$ cat src/rtl/bram_port_arbiter_if.sv
// ---------------------------------------------------------------------------
// bram_port_arbiter_if
//
// Bundles every non-clock signal of the BRAM port-A arbiter.
//
//   Requester side (one lane per requester, flattened vectors):
//     req_valid  - command valid, one bit per requester
//     req_ready  - grant/accept, one-hot or zero
//     req_we     - 1 = write, 0 = read
//     req_addr   - requester i at [i*ADDR_W +: ADDR_W]
//     req_wdata  - requester i at [i*DATA_W +: DATA_W]
//     rsp_valid  - one-hot read-response strobe, no backpressure
//     rsp_data   - read data, qualified by any rsp_valid bit
//
//   RAM side (port A of the block RAM):
//     ram_we / ram_addr / ram_din - registered command towards the RAM
//     ram_dout                    - read data returning from the RAM
//
//   Status:
//     inflight   - reads issued but not yet returned
//
// Modports:
//   master - the outside world (clients plus RAM) driving the arbiter
//   slave  - the arbiter itself
// ---------------------------------------------------------------------------
interface bram_port_arbiter_if #(
    parameter int NUM_REQ = 4,
    parameter int DATA_W  = 36,
    parameter int ADDR_W  = 9
) ();

    logic [NUM_REQ-1:0]        req_valid;
    logic [NUM_REQ-1:0]        req_ready;
    logic [NUM_REQ-1:0]        req_we;
    logic [NUM_REQ*ADDR_W-1:0] req_addr;
    logic [NUM_REQ*DATA_W-1:0] req_wdata;

    logic [NUM_REQ-1:0]        rsp_valid;
    logic [DATA_W-1:0]         rsp_data;

    logic                      ram_we;
    logic [ADDR_W-1:0]         ram_addr;
    logic [DATA_W-1:0]         ram_din;
    logic [DATA_W-1:0]         ram_dout;

    logic [2:0]                inflight;

    // Clients and the RAM model sit on this side.
    modport master (
        output req_valid,
        output req_we,
        output req_addr,
        output req_wdata,
        output ram_dout,
        input  req_ready,
        input  rsp_valid,
        input  rsp_data,
        input  ram_we,
        input  ram_addr,
        input  ram_din,
        input  inflight
    );

    // The arbiter sits on this side.
    modport slave (
        input  req_valid,
        input  req_we,
        input  req_addr,
        input  req_wdata,
        input  ram_dout,
        output req_ready,
        output rsp_valid,
        output rsp_data,
        output ram_we,
        output ram_addr,
        output ram_din,
        output inflight
    );

endinterface

$ cat src/rtl/bram_port_arbiter.sv
// ---------------------------------------------------------------------------
// bram_port_arbiter
//
// Round-robin arbiter sharing port A of the dual-port block RAM among
// NUM_REQ requesters. Each requester issues single-beat read or write
// commands over valid/ready. The winning command is registered onto the
// RAM port; read data is routed back to the originating requester after
// the fixed RAM read latency using a small tag pipeline.
//
// Ports:
//   clka - clock for the arbiter and RAM port A
//   rstb - synchronous, active-high reset
//   bus  - bram_port_arbiter_if.slave (requester, response, RAM, status)
//
// Parameters:
//   NUM_REQ    - number of requesters (2..8)
//   DATA_W     - RAM data width
//   ADDR_W     - RAM address width
//   RD_LATENCY - RAM edges from command sample to valid dout (1 or 2)
//
// Timing: a read accepted in cycle N (handshake at the edge closing N)
// has its response strobed during cycle N+RD_LATENCY+1.
// ---------------------------------------------------------------------------
module bram_port_arbiter #(
    parameter int NUM_REQ    = 4,
    parameter int DATA_W     = 36,
    parameter int ADDR_W     = 9,
    parameter int RD_LATENCY = 2
) (
    input  logic                clka,
    input  logic                rstb,
    bram_port_arbiter_if.slave  bus
);

    localparam int PTR_W = (NUM_REQ > 1) ? $clog2(NUM_REQ) : 1;
    localparam int DEPTH = RD_LATENCY + 1;

    // Round-robin pointer: the requester searched first next cycle.
    logic [PTR_W-1:0]   ptr_q;
    logic [PTR_W-1:0]   ptr_d;

    // Combinational arbitration result.
    logic               grantValid;
    logic [PTR_W-1:0]   grantIdx;
    logic [PTR_W-1:0]   candIdx;
    logic               handshake;
    logic [NUM_REQ-1:0] readyVec;

    // Command fields of the granted requester.
    logic               selWe;
    logic [ADDR_W-1:0]  selAddr;
    logic [DATA_W-1:0]  selWdata;

    // Registered RAM command.
    logic               ramWe_q;
    logic               ramWe_d;
    logic [ADDR_W-1:0]  ramAddr_q;
    logic [ADDR_W-1:0]  ramAddr_d;
    logic [DATA_W-1:0]  ramDin_q;
    logic [DATA_W-1:0]  ramDin_d;

    // Tag pipeline: stage 0 is loaded on the handshake edge, the last
    // stage lines up with valid data on ram_dout.
    logic [DEPTH-1:0]   tagValid_q;
    logic [DEPTH-1:0]   tagValid_d;
    logic [PTR_W-1:0]   tagId_q [DEPTH];
    logic [PTR_W-1:0]   tagId_d [DEPTH];

    // Response strobe and outstanding-read counter.
    logic               readAccept;
    logic               rspFire;
    logic [NUM_REQ-1:0] rspVec;
    logic [2:0]         inflight_q;
    logic [2:0]         inflight_d;

    // Search requesters starting at ptr and wrapping around; the first
    // one holding req_valid wins. Only the first hit is kept, so later
    // candidates in the loop cannot override an earlier grant.
    always_comb begin
        grantValid = 1'b0;
        grantIdx   = '0;
        candIdx    = '0;
        for (int k = 0; k < NUM_REQ; k++) begin
            candIdx = PTR_W'((int'(ptr_q) + k) % NUM_REQ);
            if (!grantValid && bus.req_valid[candIdx]) begin
                grantValid = 1'b1;
                grantIdx   = candIdx;
            end
        end
    end

    // Ready is withheld for the whole time reset is asserted, so no
    // command can slip into the RAM while the pipeline is being cleared.
    always_comb begin
        readyVec  = '0;
        handshake = grantValid && !rstb;
        if (handshake) begin
            readyVec[grantIdx] = 1'b1;
        end
    end

    // Pick out the winner's command fields from the flattened buses.
    always_comb begin
        selWe    = bus.req_we[grantIdx];
        selAddr  = bus.req_addr[int'(grantIdx) * ADDR_W +: ADDR_W];
        selWdata = bus.req_wdata[int'(grantIdx) * DATA_W +: DATA_W];
    end

    // Next pointer moves just past the winner so it goes to the back of
    // the queue; without a handshake the pointer stays put.
    always_comb begin
        ptr_d = ptr_q;
        if (handshake) begin
            if (int'(grantIdx) == NUM_REQ - 1) begin
                ptr_d = '0;
            end else begin
                ptr_d = grantIdx + 1'b1;
            end
        end
    end

    // RAM command next-state. Write enable is a single-cycle pulse per
    // accepted write; address and data hold when idle so the RAM port
    // does not toggle needlessly.
    always_comb begin
        ramWe_d   = 1'b0;
        ramAddr_d = ramAddr_q;
        ramDin_d  = ramDin_q;
        if (handshake) begin
            ramWe_d   = selWe;
            ramAddr_d = selAddr;
            ramDin_d  = selWdata;
        end
    end

    // Tag pipeline shift. Only reads load a valid tag, which is why
    // writes never produce a response. Responses leave in the same order
    // commands entered, giving in-order completion for free.
    always_comb begin
        readAccept    = handshake && !selWe;
        tagValid_d[0] = readAccept;
        tagId_d[0]    = grantIdx;
        for (int s = 1; s < DEPTH; s++) begin
            tagValid_d[s] = tagValid_q[s-1];
            tagId_d[s]    = tagId_q[s-1];
        end
    end

    // Response strobe decoded from the oldest tag stage.
    always_comb begin
        rspFire = tagValid_q[DEPTH-1];
        rspVec  = '0;
        if (rspFire) begin
            rspVec[tagId_q[DEPTH-1]] = 1'b1;
        end
    end

    // Outstanding reads: an accept and a delivery in the same cycle
    // cancel out. The tag pipeline bounds the count at DEPTH.
    always_comb begin
        inflight_d = inflight_q;
        if (readAccept && !rspFire) begin
            inflight_d = inflight_q + 3'd1;
        end else if (!readAccept && rspFire) begin
            inflight_d = inflight_q - 3'd1;
        end
    end

    // All state in one synchronous-reset register block. Clearing the tag
    // pipeline discards reads that were in flight at reset, so their data
    // is never strobed back to a requester.
    always_ff @(posedge clka) begin
        if (rstb) begin
            ptr_q      <= '0;
            ramWe_q    <= 1'b0;
            ramAddr_q  <= '0;
            ramDin_q   <= '0;
            tagValid_q <= '0;
            for (int s = 0; s < DEPTH; s++) begin
                tagId_q[s] <= '0;
            end
            inflight_q <= '0;
        end else begin
            ptr_q      <= ptr_d;
            ramWe_q    <= ramWe_d;
            ramAddr_q  <= ramAddr_d;
            ramDin_q   <= ramDin_d;
            tagValid_q <= tagValid_d;
            for (int s = 0; s < DEPTH; s++) begin
                tagId_q[s] <= tagId_d[s];
            end
            inflight_q <= inflight_d;
        end
    end

    // Drive the interface outputs. Read data passes straight through;
    // consumers qualify it with rsp_valid.
    assign bus.req_ready = readyVec;
    assign bus.rsp_valid = rspVec;
    assign bus.rsp_data  = bus.ram_dout;
    assign bus.ram_we    = ramWe_q;
    assign bus.ram_addr  = ramAddr_q;
    assign bus.ram_din   = ramDin_q;
    assign bus.inflight  = inflight_q;

endmodule

$ cat src/flat_wrapper.sv
// flat-port wrapper written by rule: the top's interface ports become plain ports
module bram_port_arbiter_flat 
#(
    parameter int NUM_REQ    = 4,
    parameter int DATA_W     = 36,
    parameter int ADDR_W     = 9,
    parameter int RD_LATENCY = 2
)
  (clka, rstb, bus_req_valid, bus_req_we, bus_req_addr, bus_req_wdata, bus_ram_dout, bus_req_ready, bus_rsp_valid, bus_rsp_data, bus_ram_we, bus_ram_addr, bus_ram_din, bus_inflight);
  bram_port_arbiter_if #(.NUM_REQ(NUM_REQ), .DATA_W(DATA_W), .ADDR_W(ADDR_W)) bus_i ();
  input  logic clka;
  input  logic rstb;
  input wire logic [$bits(bus_i.req_valid)-1:0] bus_req_valid;
  input wire logic [$bits(bus_i.req_we)-1:0] bus_req_we;
  input wire logic [$bits(bus_i.req_addr)-1:0] bus_req_addr;
  input wire logic [$bits(bus_i.req_wdata)-1:0] bus_req_wdata;
  input wire logic [$bits(bus_i.ram_dout)-1:0] bus_ram_dout;
  output wire logic [$bits(bus_i.req_ready)-1:0] bus_req_ready;
  output wire logic [$bits(bus_i.rsp_valid)-1:0] bus_rsp_valid;
  output wire logic [$bits(bus_i.rsp_data)-1:0] bus_rsp_data;
  output wire logic [$bits(bus_i.ram_we)-1:0] bus_ram_we;
  output wire logic [$bits(bus_i.ram_addr)-1:0] bus_ram_addr;
  output wire logic [$bits(bus_i.ram_din)-1:0] bus_ram_din;
  output wire logic [$bits(bus_i.inflight)-1:0] bus_inflight;
  assign bus_i.req_valid = bus_req_valid;
  assign bus_i.req_we = bus_req_we;
  assign bus_i.req_addr = bus_req_addr;
  assign bus_i.req_wdata = bus_req_wdata;
  assign bus_i.ram_dout = bus_ram_dout;
  assign bus_req_ready = bus_i.req_ready;
  assign bus_rsp_valid = bus_i.rsp_valid;
  assign bus_rsp_data = bus_i.rsp_data;
  assign bus_ram_we = bus_i.ram_we;
  assign bus_ram_addr = bus_i.ram_addr;
  assign bus_ram_din = bus_i.ram_din;
  assign bus_inflight = bus_i.inflight;
  bram_port_arbiter #(.NUM_REQ(NUM_REQ), .DATA_W(DATA_W), .ADDR_W(ADDR_W), .RD_LATENCY(RD_LATENCY)) u_core (.clka(clka), .rstb(rstb), .bus(bus_i));
endmodule
$ cat config.mk
export PLATFORM = sky130hd
export DESIGN_NAME = bram_port_arbiter_flat
export DESIGN_NICKNAME = d
export VERILOG_FILES = /design/src/rtl/bram_port_arbiter_if.sv /design/src/rtl/bram_port_arbiter.sv /design/src/flat_wrapper.sv
export SDC_FILE = /design/constraint.sdc
export NUM_CORES = 1
export LEC_CHECK = 0
export CORE_AREA = 2 2 124 126
export CTS_CLUSTER_DIAMETER = 150
export CTS_CLUSTER_SIZE = 25
export DETAILED_ROUTE_END_ITERATION = 7
export DIE_AREA = 0 0 126 128
export GPL_TIMING_DRIVEN = 1
export PLACE_DENSITY_LB_ADDON = 0.2
export RECOVER_POWER = 100
export REMOVE_ABC_BUFFERS = 1
export SLEW_MARGIN = 15
export SYNTH_ARGS = -nofsm -noshare
export SYNTH_HDL_FRONTEND = slang
export SYNTH_SLANG_ARGS = --single-unit
$ cat constraint.sdc
create_clock -name clka -period 7.1 [get_ports clka]
set_input_delay 2.13 -clock clka [delete_from_list [all_inputs] [get_ports clka]]
set_output_delay 2.13 -clock clka [all_outputs]
set_load 0.02 [all_outputs]
==> metrics, run 1 <==
sequential share of power about 28%; pin count of the biggest net entering global routing 93; post-cts sizing count 0; Design Area, Final 6540 um^2; clk sinks 60; drt initial violations about 180; Switching Power 0.593 mW; ANT cells 0; setup violators final 0; worst path cell trace dlygate4sd3_1 -> nor2b_1 -> or4_4 -> nand2_1 -> ha_1 -> and2_1 -> dlygate4sd3_1; CP Launch Point bus_req_valid[0]; Clk pwr share 24.1%; pwr/cell area ~240 nW/um^2; area leader, netlist dfxtp_1; top-area cell type share of the netlist area around 28%; Worst Min Path Start u_core.tagId_q[0][0]; syn_area_per_cell 8.76 um^2; crit-path most repeated cell dlygate4sd3_1; overall routing resource usage 19.7%; flop and latch count out of synthesis 60; Slew HR -60.1%; Post-route DRC 0; Worst EP arrival between 4 and 5 ns; routed length per instance 18.9 um; maximum root-to-sink buffer count 2; root buffer cell clkbuf_16; Ports 319; CP peak stage delay 0.67 ns; Setup CP Type input port to output pin; number of max-cap violations 2; share of layout cells above drive strength 1 7.80%; fillers 1485; vias per cell 5.11; logic depth of the worst path, buffers included 7; Util after Layout between 40% and 50%; Die Area 16100 um^2; Final Hold Fails 0; Die Ht 128 um; Worst-Margin Slew between 2 and 2.5 ns; IO Port Bufs 246; cell internal pwr 1.00 mW; Lkg Pwr 2.61 nW; ys async rst share 0%; Max stage delay cell, worst path dlygate4sd3_1; total CTS buffers 9; number of flops mapped to enable cells by yosys 0; worst setup margin around 0.32 ns; DP Area around 6300 um^2; ys flop type dfxtp_1; combinational fraction of design power a little under half; postcts setup bufs 0; Initial Util 28.5%; Via Count roughly 4400; reg2reg setup slack 3.50 ns; Worst-path clk slew 0.05 ns; post-route ant nets 0; Core Rows between 40 and 50; delay-heaviest family, CP buffers and inverters; hold_buf cts 0; core area 14900 um^2; Syn Inst Count 483; DRT Wirelength about 16000 um; Worst Path Buf+Inv 2; worst skew pair latency 0.32 ns; switch share 37.1%; yosys warns 0; Synth top cells by count and3_1 (89), a211oi_1 (69), dfxtp_1 (60), nand2_1 (47), o31ai_1 (45); GR Overflow Total 0; peak fanout along the critical path 5; RSZ-0062 raised after global routing no; Hold Path Depth 1; CTS tree yes; Final min period 6.78 ns; Unique masters post-synth 44; path depth of the worst reg2reg path 6; area growth from synthesis to layout 54.6%; HP Class flop to flop; status complete, but fails checks; DRT Pass-1 Iters 4; dpl ws between 0.5 and 0.6 ns; Peak supply drop ~0.10 mV; antenna violations before repair 0; Tcrit/Tclk final 95.5%; skew final just under 0.006 ns; fin. max-slew vios between 90 and 100; first-pass GRT wire length 24900 um; H-tree levels 3; vias in the first global route 4601; post-DP HPWL 11900 um; Die Wd 126 um; launching point of the worst reg2reg path u_core.ptr_q[0]; synthesized area approximately 4200 um^2; Critical Path RT 4.97 ns; Fmax about 150 MHz; sequential fraction of the synthesis area 28.4%; most common cell in the netlist and3_1; failing checks capacitance limit, slew limit; GP Congestion 0.803; Crit. End Element output pin; Layout Nets 896; Synth area leaders dfxtp_1 (28%), and3_1 (13%), a211oi_1 (12%), o31ai_1 (8.0%), buf_4 (6.7%); Critical Path Source Type input port
==> kinds of logic (layout without fill, tap and decap cells) <==
| family | count (synthesis) | count (layout) | synth area share (%) |
|---|---|---|---|
| buffers and inverters | 90 | 274 | 17.3 |
| adder cells (fa/ha/maj) | 6 | 6 | 1.95 |
| XOR/XNOR | 2 | 2 | 0.414 |
| multiplexers | 2 | 2 | 0.473 |
| AO/OA/AOI/OAI | 144 | 144 | 27.7 |
| flip-flops | 60 | 60 | 28.4 |
| AND/OR/NAND/NOR | 179 | 179 | 23.8 |
==> flip-flops by register name (all words and copies together) (netlist names) <==
register and cells:
u_core.tagId_q 6, u_core.bus.ram_din 36, u_core.bus.ram_we 1, u_core.bus.ram_addr 9
u_core.ptr_q 2, u_core.tagValid_q 3, u_core.bus.inflight 3
==> placed cells by master (no fill, tap or decap), drive strengths merged, types with 2 or more instances in the layout <==
master and n:
a211oi 90, a21oi 4, and2 4, and3 92
buf 8, clkbuf 13, clkdlybuf4s50 188, clkinv 3
dfxtp 60, dlygate4sd3 58, ha 5, inv 4
mux2i 2, nand2 48, nand3 4, nor2 9
nor2b 9, nor3 2, nor4 2, o21ai 3
o31ai 45, or2 2, or3 2, xor2 2
==> routing by layer <==
layer	GRT usage (%)	up-vias	share of wire, %
met3	10.6	18	11
met2	30.9	206	45
li1	-	2124	-
met5	4.64	-	0.50
met4	4.98	2	1.6
met1	23.2	2021	42
==> per-stage QoR <==
| stage | std cells | power, mW | setup TNS, ns | hold slack [ns] |
|---|---|---|---|---|
| 2_1_floorplan | 397 | 0.881 | -3.86 | 0.414 |
| 3_3_place_gp | 841 | 1.24 | 0 | 0.419 |
| 3_5_place_dp | 841 | 1.25 | 0 | 0.426 |
| 4_1_cts | 855 | 1.65 | 0 | 0.437 |
| 5_1_grt | 855 | 1.70 | 0 | 0.463 |
| 6_report | 855 | 1.60 | 0 | 0.438 |
==> power by group through the flow <==
| stage | Clock, mW | Combinational, mW | Sequential [mW] |
|---|---|---|---|
| floorplan | 0 | 0.342 | 0.539 |
| global placement | 0 | 0.782 | 0.458 |
| detailed placement | 0 | 0.792 | 0.461 |
| CTS | 0.397 | 0.794 | 0.455 |
| global route | 0.413 | 0.830 | 0.462 |
| finish | 0.385 | 0.761 | 0.451 |
==> area by class of cell <==
class,count,area (um^2),area share (%)
repair buffers,256,2530,38.7
multi-input cells,333,2300,35.1
clock buffers,11,243,3.71
clock inverters,3,15.0,0.230
well taps,188,235,3.60
inverters,4,15.0,0.230
flip-flops and latches,60,1200,18.4
==> worst paths after layout <==
check                           endpoint
setup / recovery        bus_req_ready[3]
hold / removal      u_core.tagId_q[0][2]
setup reg to reg  u_core.bus.ram_addr[4]
hold reg to reg     u_core.tagId_q[0][2]
No activity file was read; power rests on OpenSTA's default activity.
==> run 2, diff against run 1 <==
CTS_BUF_LIST = sky130_fd_sc_hd__clkbuf_8 sky130_fd_sc_hd__clkbuf_16   (was default)
==> run 2 against run 1 <==
Against the previous run:
- the run still ends with capacitance limit, slew limit left
- first-iteration DRC count is the same
- critical path depth is the same
- cell count is the same
- sequential power is essentially flat
- worst setup slack lost 0.00060 ns
- die area is the same
- clock skew is the same
- cell area is the same
- hold slack is the same
- critical path type unchanged
- largest power group unchanged
==> metrics, run 2 (synthesis results as in run 1) <==
status complete, but fails checks; failing checks capacitance limit, slew limit; Lkg Pwr 2.61 nW (+0.16%); Die Wd 126 um (unchanged); Design Area, Final 6540 um^2 (unchanged); Hold Slack 0.438 ns (unchanged); Critical Path Source Type input port; Critical Path RT 4.97 ns (about the same); Util after Layout 44.0% (unchanged); RSZ-0062 raised after global routing no; Max stage delay cell, worst path dlygate4sd3_1; peak fanout along the critical path 5 (unchanged); DRT Wirelength 16100 um (about the same); Final Hold Fails 0 (unchanged); IO Port Bufs 246 (unchanged); Top Metal Used met5; Worst Path Buf+Inv 2 (unchanged); WL met3 1780 um (about the same); Core Rows 45 (unchanged); Die Area 16100 um^2 (unchanged); delay-heaviest family, CP buffers and inverters; GR Overflow Total 0 (unchanged); postcts setup bufs 0 (unchanged); Tcrit/Tclk final 95.5% (about the same); routed wl met2 7190 um (about the same); commonest non-fill, non-tap cell in the layout clkdlybuf4s50_1; commonest cells after routing, fill and taps aside clkdlybuf4s50_1 (188), and3_1 (89), a211oi_1 (69); Final min period 6.78 ns (+0.000600 ns); worst setup margin 0.319 ns (-0.000600 ns); post-DP HPWL 11900 um (unchanged); Sequential Area 1200 um^2 (unchanged); overall routing resource usage 19.7% (unchanged); skew final 0.00584 ns (unchanged); pwr/cell area 244 nW/um^2 (about the same); Worst-Margin Slew 2.40 ns (+0.000517 ns); number of max-cap violations 2 (unchanged); H-tree levels 3 (unchanged); Worst-path clk slew 0.05 ns (about the same); Post-route DRC 0 (unchanged); GP Congestion 0.803 (unchanged); core area 14900 um^2 (unchanged); Crit. End Element output pin; Slew HR -60.1% (about the same); setup violators final 0 (unchanged); Peak supply drop 0.105 mV (unchanged); max reg flops 36 (unchanged); CTS tree yes; HP Class flop to flop; Setup CP Type input port to output pin; crit-path most repeated cell dlygate4sd3_1; Initial Util 28.5% (unchanged); clk sinks 60 (unchanged); maximum root-to-sink buffer count 2 (unchanged); Fin Setup TNS 0 ns (unchanged); Layout Nets 896 (unchanged); worst path cell trace dlygate4sd3_1 -> nor2b_1 -> or4_4 -> nand2_1 -> ha_1 -> and2_1 -> dlygate4sd3_1; fin. max-slew vios 98 (unchanged); Worst EP arrival 4.65 ns (about the same); root buffer cell clkbuf_16; ANT cells 0 (unchanged); DRT Pass-1 Iters 4 (unchanged); post-route ant nets 0 (unchanged); vias per cell 5.11 (about the same); pin count of the biggest net entering global routing 93 (unchanged); M1 wire length 6810 um (about the same); DP Area 6300 um^2 (unchanged); Ports 319 (unchanged); Fmax 147 MHz (about the same); hold_buf cts 0 (unchanged); area growth from synthesis to layout 54.6% (unchanged); worst skew pair latency 0.32 ns (about the same); routed length per instance 18.9 um (about the same); vias in the first global route 4601 (unchanged); Die Ht 128 um (unchanged); dpl ws 0.571 ns (unchanged); CP peak stage delay 0.67 ns (about the same); share of layout cells above drive strength 1 7.80% (unchanged); Via Count 4368 (-0.069%); first-pass GRT wire length 24900 um (unchanged); multi-input logic area 2300 um^2 (unchanged); drt initial violations 182 (unchanged); fillers 1485 (unchanged); post-cts sizing count 0 (unchanged); antenna violations before repair 0 (unchanged); total CTS buffers 9 (unchanged)
[run 2: final cells by class]
type	count	area share [%]
inverter	4	0.230
timing repair buffer	256	38.7
multi-input combinational	333	35.1
sequential	60	18.4
clock inverter	4	0.287
clock buffer	10	3.66
tap	188	3.60
[run 2: per-stage QoR]
step | std cells | total power [mW]
after global routing | 855 | 1.70
after detailed placement | 841 | 1.25
after global placement | 841 | 1.24
after CTS | 855 | 1.65
after floorplan | 397 | 0.881
final | 855 | 1.59
[run 2: final timing paths]
path | slack [ns] | end | cells past startpoint | from
worst max-delay path | 0.32 | bus_req_ready[3] | 7 | bus_req_valid[0]
worst min-delay path | 0.44 | u_core.tagId_q[0][2] | 1 | u_core.tagId_q[0][0]
worst max register to register | 3.50 | u_core.bus.ram_addr[4] | 6 | u_core.ptr_q[0]
worst min register to register | 0.44 | u_core.tagId_q[0][2] | 1 | u_core.tagId_q[0][0]
[run 2: metal layers]
metal | vias up | global-route usage, %
met5 | - | 4.64
met4 | 2 | 4.98
met3 | 18 | 10.6
met2 | 206 | 30.9
met1 | 2018 | 23.2
li1 | 2124 | -
[run 2: where the power goes]
group | internal (mW) | leakage (nW) | switching [mW]
combinational | 0.350 | 1.98 | 0.410
sequential | 0.413 | 0.498 | 0.0373
clock | 0.238 | 0.135 | 0.145
total | 1.00 | 2.61 | 0.593
